## src/rtl/imul_arb_pkg.sv

```systemverilog
// -----------------------------------------------------------------------------
// imul_arb_pkg
//   Shared defaults and types for the shared-multiplier arbiter.
//   - IMUL_N / IMUL_NREQ : default operand width and requester count
//   - idw()              : requester-id width, never narrower than one bit
//   - imul_req_t         : one accepted operation {a, b, id} at default widths
//   - imul_resp_t        : one product {prod, id} at default widths
// -----------------------------------------------------------------------------
package imul_arb_pkg;

    localparam int IMUL_N    = 24;
    localparam int IMUL_NREQ = 2;

    // A single requester still needs a one-bit id field so ports never vanish.
    function automatic int idw(input int nreq);
        return (nreq > 1) ? $clog2(nreq) : 1;
    endfunction

    localparam int IMUL_IDW = idw(IMUL_NREQ);

    typedef struct packed {
        logic [IMUL_N-1:0]   a;
        logic [IMUL_N-1:0]   b;
        logic [IMUL_IDW-1:0] id;
    } imul_req_t;

    typedef struct packed {
        logic [2*IMUL_N-1:0] prod;
        logic [IMUL_IDW-1:0] id;
    } imul_resp_t;

endpackage

```

## src/rtl/imul_arb_if.sv

```systemverilog
// -----------------------------------------------------------------------------
// imul_arb_if
//   Request/response bundle between the requesters plus consumer (master) and
//   the shared multiplier arbiter (slave).
//   req_valid/req_ready : per-requester handshake, operands packed i*N +: N
//   req_a/req_b         : packed operands
//   resp_valid/ready    : single in-order response channel
//   resp_out/resp_id    : exact 2N-bit product and issuing requester
//   busy/op_count       : pipeline occupancy and saturating accept counter
// -----------------------------------------------------------------------------
interface imul_arb_if
    import imul_arb_pkg::*;
#(
    parameter int N    = IMUL_N,
    parameter int NREQ = IMUL_NREQ
);
    localparam int IDW = idw(NREQ);

    logic [NREQ-1:0]   req_valid;
    logic [NREQ-1:0]   req_ready;
    logic [NREQ*N-1:0] req_a;
    logic [NREQ*N-1:0] req_b;
    logic              resp_valid;
    logic              resp_ready;
    logic [2*N-1:0]    resp_out;
    logic [IDW-1:0]    resp_id;
    logic              busy;
    logic [31:0]       op_count;

    modport master (
        output req_valid, req_a, req_b, resp_ready,
        input  req_ready, resp_valid, resp_out, resp_id, busy, op_count
    );

    modport slave (
        input  req_valid, req_a, req_b, resp_ready,
        output req_ready, resp_valid, resp_out, resp_id, busy, op_count
    );

endinterface

```

## src/rtl/imul.sv

```systemverilog
// -----------------------------------------------------------------------------
// imul
//   Combinational unsigned N x N -> 2N multiplier.
//   a, b : operands
//   out  : exact product
// -----------------------------------------------------------------------------
module imul #(
    parameter int N = 24
) (
    input  logic [N-1:0]   a,
    input  logic [N-1:0]   b,
    output logic [2*N-1:0] out
);
    // Widen before multiplying so the full 2N-bit product is kept.
    assign out = {{N{1'b0}}, a} * {{N{1'b0}}, b};

endmodule

```

## src/rtl/imul_arb_rr_arb.sv

```systemverilog
// -----------------------------------------------------------------------------
// rr_arb
//   Combinational round-robin picker.
//   i_req   : request vector
//   i_ptr   : highest-priority index for this scan
//   i_en    : grant allowed this cycle
//   o_grant : one-hot grant (zero when disabled or nothing requested)
//   o_idx   : index of the granted requester
//   o_valid : a grant was issued
// -----------------------------------------------------------------------------
module rr_arb
    import imul_arb_pkg::*;
#(
    parameter  int NREQ = IMUL_NREQ,
    localparam int IDW  = idw(NREQ)
) (
    input  logic [NREQ-1:0] i_req,
    input  logic [IDW-1:0]  i_ptr,
    input  logic            i_en,
    output logic [NREQ-1:0] o_grant,
    output logic [IDW-1:0]  o_idx,
    output logic            o_valid
);
    logic [IDW-1:0] w_cand;

    // NOTE: every output gets a default at the top of the block so no path
    // leaves it unassigned, which would otherwise infer a latch.
    always_comb begin
        o_grant = '0;
        o_idx   = '0;
        o_valid = 1'b0;
        w_cand  = '0;
        // Scan ptr, ptr+1, ... wrapping at NREQ; first valid requester wins.
        for (int k = 0; k < NREQ; k++) begin
            w_cand = IDW'((int'(i_ptr) + k) % NREQ);
            if (i_en && !o_valid && i_req[w_cand]) begin
                o_valid         = 1'b1;
                o_idx           = w_cand;
                o_grant[w_cand] = 1'b1;
            end
        end
    end

endmodule

```

## src/rtl/imul_arb.sv

```systemverilog
// -----------------------------------------------------------------------------
// imul_arb
//   Shares one combinational multiplier between NREQ requesters.
//   Round-robin grant -> S1 operand register -> imul -> S2 result register.
//   One op per cycle, responses in accept order, tagged with requester id.
//   clk : clock, rising edge
//   rst : synchronous active-high reset, drops all in-flight ops
//   bus : imul_arb_if slave port (request handshakes, response channel,
//         busy, op_count)
// -----------------------------------------------------------------------------
module imul_arb
    import imul_arb_pkg::*;
#(
    parameter int N    = IMUL_N,
    parameter int NREQ = IMUL_NREQ
) (
    input  logic      clk,
    input  logic      rst,
    imul_arb_if.slave bus
);
    localparam int IDW = idw(NREQ);

    typedef struct packed {
        logic [N-1:0]   a;
        logic [N-1:0]   b;
        logic [IDW-1:0] id;
    } s1_t;

    typedef struct packed {
        logic [2*N-1:0] prod;
        logic [IDW-1:0] id;
    } s2_t;

    logic           r_s1_valid;
    s1_t            r_s1;
    logic           r_resp_valid;
    s2_t            r_resp;
    logic [IDW-1:0] r_rr_ptr;
    logic [31:0]    r_op_count;

    logic            w_s2_adv;
    logic            w_s1_adv;
    logic [NREQ-1:0] w_grant;
    logic [IDW-1:0]  w_idx;
    logic            w_accept;
    logic [IDW-1:0]  w_ptr_next;
    logic [N-1:0]    w_sel_a;
    logic [N-1:0]    w_sel_b;
    logic [2*N-1:0]  w_prod;

    // S2 can take a value when empty or being drained; S1 likewise when
    // empty or moving into S2. This lets the pipeline slide at full rate.
    assign w_s2_adv = !r_resp_valid || bus.resp_ready;
    assign w_s1_adv = !r_s1_valid || w_s2_adv;

    rr_arb #(
        .NREQ (NREQ)
    ) u_rr_arb (
        .i_req   (bus.req_valid),
        .i_ptr   (r_rr_ptr),
        .i_en    (w_s1_adv && !rst),
        .o_grant (w_grant),
        .o_idx   (w_idx),
        .o_valid (w_accept)
    );

    // A grant is only ever issued to a valid requester, so a grant is a handshake.
    assign bus.req_ready = w_grant;

    assign w_ptr_next = (w_idx == IDW'(NREQ - 1)) ? '0 : w_idx + 1'b1;

    always_comb begin
        w_sel_a = '0;
        w_sel_b = '0;
        for (int i = 0; i < NREQ; i++) begin
            if (w_idx == IDW'(i)) begin
                w_sel_a = bus.req_a[i*N +: N];
                w_sel_b = bus.req_b[i*N +: N];
            end
        end
    end

    imul #(
        .N (N)
    ) u_imul (
        .a   (r_s1.a),
        .b   (r_s1.b),
        .out (w_prod)
    );

    // NOTE: sequential state uses non-blocking assignments so every register
    // samples the pre-edge values, independent of statement order.
    always_ff @(posedge clk) begin
        if (rst) begin
            r_s1_valid   <= 1'b0;
            r_resp_valid <= 1'b0;
            r_resp       <= '0;
            r_rr_ptr     <= '0;
            r_op_count   <= '0;
        end else begin
            if (w_s1_adv) begin
                r_s1_valid <= w_accept;
            end
            if (w_accept) begin
                r_rr_ptr <= w_ptr_next;
                if (r_op_count != 32'hFFFF_FFFF) begin
                    r_op_count <= r_op_count + 32'd1;
                end
            end
            if (w_s2_adv) begin
                r_resp_valid <= r_s1_valid;
                if (r_s1_valid) begin
                    r_resp <= '{prod: w_prod, id: r_s1.id};
                end
            end
        end
    end

    // NOTE: the S1 payload has no reset; it is qualified by r_s1_valid and is
    // only loaded on a handshake, which reset already suppresses.
    always_ff @(posedge clk) begin
        if (w_accept) begin
            r_s1 <= '{a: w_sel_a, b: w_sel_b, id: w_idx};
        end
    end

    assign bus.resp_valid = r_resp_valid;
    assign bus.resp_out   = r_resp.prod;
    assign bus.resp_id    = r_resp.id;
    assign bus.busy       = r_s1_valid || r_resp_valid;
    assign bus.op_count   = r_op_count;

endmodule
```

## src/flat_wrapper.sv

```systemverilog
// flat-port wrapper written by rule: the top's interface ports become plain ports
module imul_arb_flat import imul_arb_pkg::*;
#(
    parameter int N    = IMUL_N,
    parameter int NREQ = IMUL_NREQ
)
  (clk, rst, bus_req_valid, bus_req_a, bus_req_b, bus_resp_ready, bus_req_ready, bus_resp_valid, bus_resp_out, bus_resp_id, bus_busy, bus_op_count);
  imul_arb_if #(.N(N), .NREQ(NREQ)) bus_i ();
  input  logic clk;
  input  logic rst;
  input wire logic [$bits(bus_i.req_valid)-1:0] bus_req_valid;
  input wire logic [$bits(bus_i.req_a)-1:0] bus_req_a;
  input wire logic [$bits(bus_i.req_b)-1:0] bus_req_b;
  input wire logic [$bits(bus_i.resp_ready)-1:0] bus_resp_ready;
  output wire logic [$bits(bus_i.req_ready)-1:0] bus_req_ready;
  output wire logic [$bits(bus_i.resp_valid)-1:0] bus_resp_valid;
  output wire logic [$bits(bus_i.resp_out)-1:0] bus_resp_out;
  output wire logic [$bits(bus_i.resp_id)-1:0] bus_resp_id;
  output wire logic [$bits(bus_i.busy)-1:0] bus_busy;
  output wire logic [$bits(bus_i.op_count)-1:0] bus_op_count;
  assign bus_i.req_valid = bus_req_valid;
  assign bus_i.req_a = bus_req_a;
  assign bus_i.req_b = bus_req_b;
  assign bus_i.resp_ready = bus_resp_ready;
  assign bus_req_ready = bus_i.req_ready;
  assign bus_resp_valid = bus_i.resp_valid;
  assign bus_resp_out = bus_i.resp_out;
  assign bus_resp_id = bus_i.resp_id;
  assign bus_busy = bus_i.busy;
  assign bus_op_count = bus_i.op_count;
  imul_arb #(.N(N), .NREQ(NREQ)) u_core (.clk(clk), .rst(rst), .bus(bus_i));
endmodule
```

## config.mk

```make
export PLATFORM = sky130hd
export DESIGN_NAME = imul_arb_flat
export DESIGN_NICKNAME = d
export VERILOG_FILES = /design/src/rtl/imul_arb_pkg.sv /design/src/rtl/imul_arb_if.sv /design/src/rtl/imul.sv /design/src/rtl/imul_arb_rr_arb.sv /design/src/rtl/imul_arb.sv /design/src/flat_wrapper.sv
export SDC_FILE = /design/constraint.sdc
export NUM_CORES = 2
export LEC_CHECK = 0
export CAP_MARGIN = 10
export CORE_MARGIN = 2
export CORE_UTILIZATION = 55
export CTS_CLUSTER_DIAMETER = 50
export DETAILED_ROUTE_END_ITERATION = 8
export DONT_BUFFER_PORTS = 1
export PLACE_DENSITY = 0.68
export SYNTH_ARGS = -nofsm -noshare
export SYNTH_HDL_FRONTEND = slang
export SYNTH_HIERARCHICAL = 1
export SYNTH_SLANG_ARGS = --single-unit
```

## constraint.sdc

```tcl
create_clock -name clk -period 8.72 [get_ports clk]
set_clock_uncertainty 0.15 [all_clocks]
set_input_delay 0.872 -clock clk [delete_from_list [all_inputs] [get_ports clk]]
set_output_delay 0.872 -clock clk [all_outputs]
set_load 0.02 [all_outputs]
```

# ---- Word level (Yosys, flattened, before mapping)
# Index checks and enable logic that the tools add are counted.
dict set report totals {
  in_bits 101
  regBits 133
  output_inout_bits 85
}
dict set report op_classes {
  reduce_logical 15
  n_eq_ne 1
  magnitude_cmp 4
  addsub 3
  muxes 17
  multipliers 1
  bitwise_logic 1
}
# op count
set ops {}
lappend ops {{multiplier 24 x 24 -> 48 bit} 1}
lappend ops {{2-to-1 mux 24 bit} 2}
lappend ops {{adder 32 x 1 -> 32 bit (second input constant)} 1}
lappend ops {{!= test 32 bit (second input constant)} 1}
lappend ops {{2-to-1 mux 1 bit} 11}
lappend ops {{logical AND 1 bit} 6}
lappend ops {{logical NOT 1 bit} 4}
lappend ops {{less-than comparator 1 x 2 -> 1 bit (second input constant)} 2}
lappend ops {{2-to-1 mux 2 bit} 2}
lappend ops {{AND reduction 2 bit} 2}
lappend ops {{logical OR 1 bit} 3}
lappend ops {{adder 1 bit (second input constant)} 2}
lappend ops {{demux 1 bit (select 1 bit)} 2}
lappend ops {{>= comparator 1 bit (second input constant)} 2}
lappend ops {{bitwise OR 2 bit} 1}

# ---- Logic depth before layout (Yosys ltp)
dict set report depth {
  depth_word 12
  mapped_depth 28
  ltp_nobuf 26
}

# ---- By module
# The synthesis kept the hierarchy.
# module seq_area_each_um2 cells_per_inst area_per_inst_um2 instances
set modules_own_cells {}
lappend modules_own_cells {imul 0.0 2208 19123.3 1}
lappend modules_own_cells {imul_arb 3153.0 517 5527.8 1}
lappend modules_own_cells {rr_arb 0.0 7 33.8 1}

# ---- Worst setup path before layout
# Ideal clock, no wire load.
dict set report synth_timing {
  path_kind {register to register}
  from {register u_core/r_s1[4] (netlist bit)}
  to {register u_core.r_resp, in the netlist u_core/bus.resp_out[38]}
  synth_period_minus_slack_ns 6.587
  setup_slack_ns 2.133
  path_stages_with_launch 28
  path_buffers 1
  t_arrival_ns 6.367
  setup_time_ns 0.070
  t_required_ns 8.500
  cell_sequence {edfxtp_1 -> clkbuf_1 -> nand2_1 -> fa_1 -> inv_1 -> fa_1 -> inv_1 -> fa_1 -> inv_1 -> fa_1 -> inv_1 -> fa_1 -> inv_1 -> fa_1 -> inv_1 -> fa_1 -> inv_1 -> ha_1 -> nand2_1 -> nor2_1 -> a221oi_1 -> a21boi_1 -> o41a_1 -> o21ba_2 -> o21ai_2 -> xor2_1 -> nand2_1 -> a21oi_1}
}
dict set report synth_via {
  elab_chain_len 1
}
# element line_no
set synth_rtl {}
lappend synth_rtl {{start: declaration} imul_arb.sv:35} ;# s1_t r_s1;
lappend synth_rtl {{start signal: assignment} imul_arb.sv:123} ;# r_s1 <= '{a: w_sel_a, b: w_sel_b, id: w_idx};
lappend synth_rtl {{multiplier 24 x 24 -> 48 bit} imul.sv:15} ;# assign out = {{N{1'b0}}, a} * {{N{1'b0}}, b};
lappend synth_rtl {{via u_core.w_prod[38]} imul_arb.sv:49} ;# logic [2*N-1:0] w_prod;
lappend synth_rtl {{end signal: assignment} imul_arb.sv:113} ;# r_resp <= '{prod: w_prod, id: r_s1.id};
lappend synth_rtl {{end: declaration} imul_arb.sv:37} ;# s2_t r_resp;
# The timed path passes the listed nets, and every way through them passes these cells.
# A chain may end at the register's enable or synchronous reset.

# ---- Worst setup path in the final report
dict set report layout_timing {
  from {register u_core/r_s1[4] (netlist bit)}
  to {register u_core.r_resp, in the netlist u_core/bus.resp_out[47]}
}
# Same word-level chain as after synthesis.

==> metrics <==
drt initial violations=1320; period utilization=0.907; overflow left after global routing=0; CTS H-Tree Depth=4; headroom to the max-slew limit=0.232; clock latency reported for the late side of the worst-skew pair=0.49 ns; count of flip-flops with a built-in enable after synthesis=49; Filler Cells Inserted=3913; number of buffers added for setup after CTS=0; max-cap violations=0; clock tree root buffer cell=sky130_fd_sc_hd__clkbuf_16; first-pass GRT wire length=104000 µm; placed wire-length estimate=50400 µm; transition time of the tightest slew-check pin=1.15 ns; cell with the largest stage delay on the worst path=sky130_fd_sc_hd__edfxtp_1; number of distinct library cells after synthesis=68; fraction of the yosys area taken by sequential cells=0.128; Net count, final=3388; status=finished, final reports clean; GRT Util Overall=0.290; synthesized area=24700 µm²; proportion of layout cells with a drive suffix above 1=0.0503; yosys warns=6; most common library cell in the layout ignoring fill and taps=sky130_fd_sc_hd__inv_1; Total Negative Setup Slacks=0 ns; Worst Setup Path Type=reg2reg; RSZ-0062 raised after global routing=no; post-detailed-route via-to-cell ratio=5.53; number of clock buffers inserted by TritonCTS=17; Worst Path Required=8.98 ns; Post-synth ARST share=0; Synth Area per Inst=9.04 µm²; horizontal die dimension=216 µm; detailed-routing iteration count for the pre-antenna-repair pass=5; largest net degree at the start of global routing=86; Final Wtd Congestion=0.940; average wire per cell in the routed design=19.7 µm; synthesis-stage register bit count=133; number of cells upsized or downsized after cts=0; post-CTS clock slew at the launch and capture registers of the worst setup and hold paths=0.07 ns; post-synthesis net count=3490; number of input and output port buffers inserted=0; Antenna diodes=0; most frequent cells in the layout=sky130_fd_sc_hd__inv_1, sky130_fd_sc_hd__fa_1, sky130_fd_sc_hd__nand2_1, sky130_fd_sc_hd__and2_1, sky130_fd_sc_hd__ha_1; data arrival time of the critical path=8.17 ns; final hold violations=0; Critical Path Source Type=flip-flop; total DRC errors in the routed layout=0; Fmax achieved=126 MHz; Vias=17900; flip-flop cell with the highest count after synthesis=sky130_fd_sc_hd__dfxtp_1; maximum single-stage delay on the critical path=0.96 ns; antenna viol nets, final=0; number of rows created at floorplan=77; core area=44200 µm²; top-level I/O count=186; number of antenna violations at the first check in global routing=1; CTS tree=built; Critical Path End Type=flip-flop; hold-fix buffer count after cts=0; number of sinks driven by the clock tree=133; Starting Density=0.558; clock period minus final worst setup slack=7.91 ns; vias in the first global route=19100; Setup violations, final=0; instance count of the mapped netlist=2732; relative area change from synthesis to final layout=3.86%; DRT Wirelength=63700 µm; Die Y-Extent=216 µm; worst min path class=in2reg; buffer depth of the longest clock path=2; critical path fanouts, max=24; Final Max Slew Viols=0; area enclosed by the die boundary=46600 µm²
[layer usage]
| layer | track usage | share of wire | routed length (µm) |
|---|---|---|---|
| met5 | 0 | 0 | 0 |
| met2 | 0.452 | 0.46 | 29200 |
| met1 | 0.402 | 0.44 | 27800 |
| met4 | 0.0729 | 0.019 | 1220 |
| met3 | 0.0836 | 0.086 | 5480 |
[logic make-up after synthesis]
| logic type | Yosys count | share of synthesized area |
|---|---|---|
| buffers and inverters | 708 | 0.109 |
| adder cells (fa/ha/maj) | 657 | 0.480 |
| multiplexers | 50 | 0.0228 |
| AND/OR/NAND/NOR | 883 | 0.181 |
| flip-flops | 133 | 0.128 |
| AO/OA/AOI/OAI | 239 | 0.0579 |
| XOR/XNOR | 62 | 0.0220 |
[final cells by class]
| cell class | count | area, µm² | share of cell area |
|---|---|---|---|
| inverter | 565 | 2120 | 0.0827 |
| tap | 592 | 741 | 0.0289 |
| sequential | 133 | 3150 | 0.123 |
| clock buffer | 17 | 425 | 0.0166 |
| multi-input combinational | 1891 | 18900 | 0.736 |
| timing repair buffer | 22 | 165 | 0.00644 |
| clock inverter | 15 | 160 | 0.00625 |
[worst paths after layout]
| check | start | endpoint | slack [ns] | cells past startpoint |
|---|---|---|---|---|
| max | u_core/r_s1[4]$_DFFE_PP_ | u_core/bus.resp_out[47]$_SDFFE_PP0P_ | 0.81 | 25 |
| min | rst | u_core/bus.resp_out[32]$_SDFFE_PP0P_ | 0.32 | 1 |
| max reg2reg | u_core/r_s1[4]$_DFFE_PP_ | u_core/bus.resp_out[47]$_SDFFE_PP0P_ | 0.81 | 25 |
| min reg2reg | u_core/r_s1[0]$_DFFE_PP_ | u_core/bus.resp_id$_SDFFE_PP0P_ | 0.36 | 2 |
[worst max-delay path: cells and delay by family, from the launching register on]
family | cells | cell delay (ns)
xor+xnor | 1 | 0.17
fa+ha+maj | 8 | 3.99
flops | 1 | 0.96
compound gates | 6 | 1.35
simple gates | 3 | 0.82
buf+inv | 7 | 0.38
[through the flow]
step	hold slack (ns)	cells	instance area (µm²)	setup slack, ns	utilization
after global placement	0.344	3203	25100	1.05	0.567
after detailed placement	0.338	3203	25100	0.982	0.567
final	0.316	3235	25600	0.813	0.580
after CTS	0.266	3235	25600	0.902	0.580
after global routing	0.281	3235	25600	0.528	0.580
after floorplan	0.321	2732	24700	2.13	-
[registers in the layout, summed over array words and instances, names as in the netlist]
name                   count
u_core/r_s1               49
u_core/bus.resp_out       48
u_core/bus.op_count       32
u_core/bus.resp_id         1
u_core/bus.resp_valid      1
u_core/r_rr_ptr            1
u_core/r_s1_valid          1
[cells in the mapped netlist (8+ instances only)]
library cell,n,area share
sky130_fd_sc_hd__inv_1,565,0.086
sky130_fd_sc_hd__fa_1,482,0.39
sky130_fd_sc_hd__nand2_1,430,0.065
sky130_fd_sc_hd__and2_1,306,0.078
sky130_fd_sc_hd__ha_1,175,0.089
sky130_fd_sc_hd__clkbuf_1,131,0.020
sky130_fd_sc_hd__a21oi_1,124,0.025
sky130_fd_sc_hd__dfxtp_1,84,0.068
sky130_fd_sc_hd__edfxtp_1,49,0.060
sky130_fd_sc_hd__mux2_2,49,0.022
sky130_fd_sc_hd__nor2_1,49,0.0075
sky130_fd_sc_hd__xnor2_1,44,0.016
sky130_fd_sc_hd__o21ai_0,27,0.0055
sky130_fd_sc_hd__nand4_1,19,0.0048
sky130_fd_sc_hd__xor2_1,18,0.0064
sky130_fd_sc_hd__a21o_1,17,0.0052
sky130_fd_sc_hd__nand3_1,16,0.0032
sky130_fd_sc_hd__o21ai_1,10,0.0020
sky130_fd_sc_hd__o31ai_1,9,0.0027
sky130_fd_sc_hd__nor3_1,8,0.0016
Power is not shown: default switching activity piles up to over one toggle a cycle in this logic, so the estimate is an artifact.
